`src/rtl/div_pkg.sv`:
```
// rtl/div_pkg.sv - shared constants, op encodings and state enum for div_unit
package div_pkg;

  localparam int DIV_WIDTH = 32;

  localparam logic [1:0] DIV_OP_DIV  = 2'b00;
  localparam logic [1:0] DIV_OP_DIVU = 2'b01;
  localparam logic [1:0] DIV_OP_REM  = 2'b10;
  localparam logic [1:0] DIV_OP_REMU = 2'b11;

  typedef enum logic [1:0] {
    DIV_IDLE = 2'd0,
    DIV_CALC = 2'd1,
    DIV_FIX  = 2'd2,
    DIV_DONE = 2'd3
  } div_state_e;

  localparam logic [DIV_WIDTH-1:0] DIV_ZERO_Q  = {DIV_WIDTH{1'b1}};
  localparam logic [DIV_WIDTH-1:0] DIV_MIN_INT = {1'b1, {(DIV_WIDTH-1){1'b0}}};

endpackage

```
`src/rtl/div_step.sv`:
```
// rtl/div_step.sv - one combinational radix-2 restoring division step
module div_step #(
  parameter int WIDTH = 32
) (
  input  logic [WIDTH-1:0] rem_i,
  input  logic [WIDTH-1:0] quo_i,
  input  logic [WIDTH-1:0] divisor_i,
  output logic [WIDTH-1:0] rem_o,
  output logic [WIDTH-1:0] quo_o
);

  logic [WIDTH:0] shifted;
  logic [WIDTH:0] diff;

  // The quotient register still holds the unconsumed dividend bits, so its MSB feeds the remainder.
  always_comb begin
    shifted = {rem_i, quo_i[WIDTH-1]};
    diff    = shifted - {1'b0, divisor_i};
    if (!diff[WIDTH]) begin
      rem_o = diff[WIDTH-1:0];
      quo_o = {quo_i[WIDTH-2:0], 1'b1};
    end else begin
      rem_o = shifted[WIDTH-1:0];
      quo_o = {quo_i[WIDTH-2:0], 1'b0};
    end
  end

endmodule

```
`src/rtl/div_unit.sv`:
```
// rtl/div_unit.sv - iterative RV32M DIV/DIVU/REM/REMU unit
// Optional DIV_EARLY_OUT_EN skips CALC when |dividend| < |divisor|.
module div_unit
  import div_pkg::*;
#(
  parameter int WIDTH = DIV_WIDTH
) (
  input  logic             clk_i,
  input  logic             rst_i,
  input  logic             start_i,
  input  logic             flush_i,
  input  logic [1:0]       op_i,
  input  logic [WIDTH-1:0] dividend_i,
  input  logic [WIDTH-1:0] divisor_i,
  output logic             busy_o,
  output logic             valid_o,
  output logic [WIDTH-1:0] data_o
);

  div_state_e       state_q, state_d;
  logic [1:0]       op_q, op_d;
  logic [WIDTH-1:0] quo_q, quo_d, rem_q, rem_d, dvs_q, dvs_d, data_q, data_d;
  logic [5:0]       cnt_q, cnt_d;
  logic             qneg_q, qneg_d, rneg_q, rneg_d;
  logic             busy_q, busy_d, valid_q, valid_d;

  logic             signed_op, a_neg, b_neg, div_zero, overflow, early, accept;
  logic [WIDTH-1:0] abs_a, abs_b, step_rem, step_quo, q_fix, r_fix;

  assign accept    = start_i && !flush_i;
  assign signed_op = (op_i == DIV_OP_DIV) || (op_i == DIV_OP_REM);
  assign a_neg     = signed_op && dividend_i[WIDTH-1];
  assign b_neg     = signed_op && divisor_i[WIDTH-1];
  assign abs_a     = a_neg ? -dividend_i : dividend_i;
  assign abs_b     = b_neg ? -divisor_i : divisor_i;
  assign div_zero  = (divisor_i == '0);
  assign overflow  = signed_op && (dividend_i == DIV_MIN_INT) && (divisor_i == DIV_ZERO_Q);
`ifdef DIV_EARLY_OUT_EN
  assign early     = (abs_a < abs_b);
`else
  assign early     = 1'b0;
`endif

  assign q_fix = qneg_q ? -quo_q : quo_q;
  assign r_fix = rneg_q ? -rem_q : rem_q;

  div_step #(.WIDTH(WIDTH)) u_step (
    .rem_i     (rem_q),
    .quo_i     (quo_q),
    .divisor_i (dvs_q),
    .rem_o     (step_rem),
    .quo_o     (step_quo)
  );

  always_ff @(posedge clk_i or posedge rst_i) begin
    if (rst_i) begin
      state_q <= DIV_IDLE;
      op_q    <= '0;
      quo_q   <= '0;
      rem_q   <= '0;
      dvs_q   <= '0;
      data_q  <= '0;
      cnt_q   <= '0;
      qneg_q  <= 1'b0;
      rneg_q  <= 1'b0;
      busy_q  <= 1'b0;
      valid_q <= 1'b0;
    end else begin
      state_q <= state_d;
      op_q    <= op_d;
      quo_q   <= quo_d;
      rem_q   <= rem_d;
      dvs_q   <= dvs_d;
      data_q  <= data_d;
      cnt_q   <= cnt_d;
      qneg_q  <= qneg_d;
      rneg_q  <= rneg_d;
      busy_q  <= busy_d;
      valid_q <= valid_d;
    end
  end

  always_comb begin
    state_d = state_q;
    case (state_q)
      DIV_IDLE: begin
        if (accept) begin
          if (div_zero || overflow) state_d = DIV_DONE;
          else if (early)           state_d = DIV_FIX;
          else                      state_d = DIV_CALC;
        end
      end
      DIV_CALC: if (cnt_q == '0) state_d = DIV_FIX;
      DIV_FIX:  state_d = DIV_DONE;
      default:  state_d = DIV_IDLE;
    endcase
    if (flush_i) state_d = DIV_IDLE;
  end

  // Datapath and registered outputs; status flags follow the state being entered.
  always_comb begin
    op_d    = op_q;
    quo_d   = quo_q;
    rem_d   = rem_q;
    dvs_d   = dvs_q;
    data_d  = data_q;
    cnt_d   = cnt_q;
    qneg_d  = qneg_q;
    rneg_d  = rneg_q;
    busy_d  = (state_d == DIV_CALC) || (state_d == DIV_FIX);
    valid_d = (state_d == DIV_DONE);
    case (state_q)
      DIV_IDLE: begin
        if (accept) begin
          op_d   = op_i;
          qneg_d = a_neg ^ b_neg;
          rneg_d = a_neg;
          dvs_d  = abs_b;
          if (div_zero) begin
            data_d = op_i[1] ? dividend_i : DIV_ZERO_Q;
          end else if (overflow) begin
            data_d = op_i[1] ? '0 : DIV_MIN_INT;
          end else if (early) begin
            quo_d = '0;
            rem_d = abs_a;
          end else begin
            quo_d = abs_a;
            rem_d = '0;
            cnt_d = 6'(WIDTH - 1);
          end
        end
      end
      DIV_CALC: begin
        rem_d = step_rem;
        quo_d = step_quo;
        cnt_d = cnt_q - 6'd1;
      end
      DIV_FIX: begin
        if (!flush_i) data_d = op_q[1] ? r_fix : q_fix;
      end
      default: ;
    endcase
  end

  assign busy_o  = busy_q;
  assign valid_o = valid_q;
  assign data_o  = data_q;

endmodule

```
`config.mk`:
```
export PLATFORM = sky130hd
export DESIGN_NAME = div_unit
export DESIGN_NICKNAME = d
export VERILOG_FILES = /design/src/rtl/div_pkg.sv /design/src/rtl/div_step.sv /design/src/rtl/div_unit.sv
export SDC_FILE = /design/constraint.sdc
export NUM_CORES = 1
export LEC_CHECK = 0
export BUFFER_PORTS_ARGS = -buffer_cell sky130_fd_sc_hd__buf_2
export CAP_MARGIN = 25
export CORE_MARGIN = 3
export CORE_UTILIZATION = 40
export DETAILED_ROUTE_END_ITERATION = 10
export GPL_TIMING_DRIVEN = 0
export REMOVE_ABC_BUFFERS = 1
export SETUP_SLACK_MARGIN = 0.5
export SLEW_MARGIN = 10
export SYNTH_ARGS = -nofsm -noshare
export SYNTH_HDL_FRONTEND = slang
export SYNTH_HIERARCHICAL = 1
export SYNTH_SLANG_ARGS = --single-unit
```
`constraint.sdc`:
```
create_clock -name clk_i -period 7.95 [get_ports clk_i]
set_input_delay 0 -clock clk_i [delete_from_list [all_inputs] [get_ports clk_i]]
set_output_delay 0 -clock clk_i [all_outputs]
set_load 0.02 [all_outputs]
```
==> reports/results.ini <==
[status]
run_status = finished, final reports clean

[logic_synthesis]
syn_avg_cell_area_um2 = 8.27
netlist.area_leader.share_pct = 30.5
synthCells = 1397
synth-async-reset-ratio_pct = 100
synth-compound-area-share_pct = 22.1
ys_seq_area_share_pct = 30.5
yosysWarningCount = 6
post_synth_xor_area_fraction_pct = 10.9
synth-edff-count = 0
dominant_synthesized_flop_cell = sky130_fd_sc_hd__dfrtp_1
synth.largest_area_cell = sky130_fd_sc_hd__dfrtp_1
netlist_area_um2 = 11600
flip_flop_and_latch_count_after_synthesis = 141
synth-adder-area-share_pct = 4.51
number_of_distinct_library_cells_after_synthesis = 84
netlist_top_cells_area = sky130_fd_sc_hd__dfrtp_1, sky130_fd_sc_hd__xor2_1, sky130_fd_sc_hd__xnor2_1, sky130_fd_sc_hd__ha_1, sky130_fd_sc_hd__nand2_1
post_synth_and_or_nand_nor_area_fraction_pct = 19.9
synth_top_family_by_area = compound AO/OA/AOI/OAI gates
synth_mux_area_share_pct = 4.74

[global_routing]
grt.met3_usage_pct = 2.80
global_route.usage.total_pct = 21.5
overflow = 0
globalRouteMet2Util_pct = 34.0
maximum_number_of_pins_on_one_net_before_global_route_repair = 85
grt_busiest_layer = met2
first_pass_grt_wire_length_um = 53900
groute.layer.met1.usage_pct = 31.1
antenna_found_initial = 0
grt_pass1_vias = 9972

[clocking]
cts_resized = 0
tritoncts = done
cts-root-buf = sky130_fd_sc_hd__clkbuf_16
cts_num_sinks = 141
cts-htree-levels = 4
clock_path_buffers = 2
cts_buffers = 17
cts.clk_slew.worst_paths_ps = 60
insertion_delay_ps = 420

[finish]
post_route_cells_drive_above_1_share_pct = 14.7
finish.net_count = 1598
final_cell_mix = sky130_fd_sc_hd__dfrtp_1, sky130_fd_sc_hd__nand2_1, sky130_fd_sc_hd__nor2_1
leading_cell_type_in_the_layout_fill_and_taps_excluded = sky130_fd_sc_hd__dfrtp_1
area_growth_pct = 16.3
finish.utilization_pct = 47.9

[routing]
antenna_violating_nets_post_route = 0
drcViolationCount = 0
detail_route.vias_per_cell = 5.67
final_routed_wirelength_um = 33900
firstDrtPassIters = 5
post_drt_wl_per_cell_um = 18.1
num_vias = 10700
drt_iter0_drc = 897

[floorplan]
floorplan.initialDensity_pct = 41.1
fp.dieH_um = 176
die-area_um2 = 31000
floorplan.core_area_um2 = 28100
floorplan.io_pins = 104
fp-row-count = 61
die_width_um = 176

[setup_path]
timing.setup.critical_path_class = flop to flop
element_type_at_the_critical_path_start = flop
critPathMaxFanout = 22
timing.critical_path.to_type = flop
critical_path_required_ps = 8220
cp_data_arrival_time_ps = 4380

[sta]
max_freq_mhz = 243
max_slew_margin_pct = 31.0
final_max_slew_viol_count = 0
timing_worst_slew_pin_value_ps = 1030
timing.clock.skew_ps = 12.8
hold_viol = 0
final.min_clock_period_ps = 4110
min_period_over_period_pct = 51.7
rsz_0062_raised_after_global_routing = false
setup_viol_count_final = 0
setup_tns_ps = 0

[pwr]
pwr_density_cell_nw_per_um2 = 306
irDropWorstVdd_mv = 0.216
leakagePower_uw = 0.00582

[flow_run]
max_cap_violations = 0

[place]
detailedPlacementHpwl_um = 24600
gpl.final_weighted_congestion = 0.915
numPortBuffers = 103

[hold_path]
worst_hold_path_type = primary input to flop

==> logic make-up (layout without fill, tap and decap cells) <==
family,after synthesis,in the layout
AND/OR/NAND/NOR,463,463
flip-flops,141,141
buffers and inverters,171,274
adder cells (fa/ha/maj),41,41
XOR/XNOR,144,144
multiplexers,43,43
AO/OA/AOI/OAI,394,394
other,0,1
==> worst paths after layout <==
kind                           startpoint    endpoint  slack [ps]  depth (start not counted)
max                             quo_q[31]    rem_q[4]        3840                         15
min                        dividend_i[15]   quo_q[15]          20                          3
max reg2reg                     quo_q[31]    rem_q[4]        3840                         15
min reg2reg                      cnt_q[5]    cnt_q[5]         490                          1
max in group asynchronous           rst_i    rem_q[4]        7040                          4
min in group asynchronous           rst_i  data_o[24]         140                          3
==> through the flow <==
step	total power, µW	area, µm²	hold WS (ps)	setup WS, ps	std cells
floorplan	2660	10900	78.1	-2160	1285
finish	4110	13400	22.7	3840	1879
CTS	4090	13400	6.26	3840	1876
detailed placement	3180	12200	50.1	3880	1785
global placement	3140	11900	301	-8060	1766
global route	4390	13400	25.0	3590	1878
==> worst max-delay path, stage by stage, from the launching register on <==
cell and delay [ps]:
sky130_fd_sc_hd__dfrtp_1 480, sky130_fd_sc_hd__inv_1 70, sky130_fd_sc_hd__ha_1 220, sky130_fd_sc_hd__fa_1 400, sky130_fd_sc_hd__and2b_1 240, sky130_fd_sc_hd__o2111ai_1 150
sky130_fd_sc_hd__a21oi_2 240, sky130_fd_sc_hd__o2111ai_1 260, sky130_fd_sc_hd__a211oi_2 300, sky130_fd_sc_hd__nor2_2 100, sky130_fd_sc_hd__mux2i_1 320, sky130_fd_sc_hd__and2_4 330
sky130_fd_sc_hd__inv_2 300, sky130_fd_sc_hd__mux2_1 410, sky130_fd_sc_hd__nand2_1 60, sky130_fd_sc_hd__o21ai_0 70
==> sequential cells by signal, summed over array words and instances (netlist names) <==
register and count:
state_q 2, data_o 32, cnt_q 6, rem_q 32, quo_q 32, rneg_q 1, dvs_q 32, busy_o 1
op_q 1, valid_o 1, qneg_q 1
==> synth_stat cells (6+ instances only) <==
master                     number
sky130_fd_sc_hd__a211oi_1      10
sky130_fd_sc_hd__a21o_1        18
sky130_fd_sc_hd__a21oi_1       94
sky130_fd_sc_hd__a221o_1        7
sky130_fd_sc_hd__a22o_1        17
sky130_fd_sc_hd__a22oi_1       12
sky130_fd_sc_hd__a31oi_1       20
sky130_fd_sc_hd__and3_1         8
sky130_fd_sc_hd__buf_4         33
sky130_fd_sc_hd__buf_6          7
sky130_fd_sc_hd__clkbuf_1      63
sky130_fd_sc_hd__dfrtp_1      141
sky130_fd_sc_hd__ha_1          40
sky130_fd_sc_hd__inv_1         57
sky130_fd_sc_hd__mux2_2        16
sky130_fd_sc_hd__mux2_4        19
sky130_fd_sc_hd__mux2i_1        6
sky130_fd_sc_hd__nand2_1      128
sky130_fd_sc_hd__nand2b_1      12
sky130_fd_sc_hd__nand3_1       56
sky130_fd_sc_hd__nand4_1       21
sky130_fd_sc_hd__nor2_1       117
sky130_fd_sc_hd__nor2b_1        8
sky130_fd_sc_hd__nor3_1        21
sky130_fd_sc_hd__nor4_1        22
sky130_fd_sc_hd__o211ai_1      31
sky130_fd_sc_hd__o21ai_0       83
sky130_fd_sc_hd__o21ai_1       12
sky130_fd_sc_hd__o22ai_1        6
sky130_fd_sc_hd__o31ai_1       30
sky130_fd_sc_hd__o41ai_1       21
sky130_fd_sc_hd__or3_1         13
sky130_fd_sc_hd__or4_1         15
sky130_fd_sc_hd__xnor2_1       59
sky130_fd_sc_hd__xor2_1        85
==> report_power, final <==
group	switching [µW]	internal, µW
combinational	1110	923
clock	321	549
sequential	314	890
total	1750	2360
==> cell type report <==
type                       instances  area, µm²
antenna                            1       2.50
clock inverter                    11        164
clock buffer                      21        470
fill                            2733      14600
sequential                       141       3530
tap                              378        473
inverter                          59        229
multi-input combinational       1085       7230
timing repair buffer             183       1350
==> metal layers <==
layer | vias to the layer above | part of all wire (%)
li1 | 5257 | -
met1 | 5029 | 48
met2 | 337 | 45
met3 | 40 | 5.4
met4 | 0 | 1.7
met5 | - | 0
==> repair_timing <==
item,4_1_cts,5_1_grt
endpoints found under the hold margin,119,0
buffers inserted,0,0
hold buffers,59,0
No activity file was read; power rests on OpenSTA's default activity.
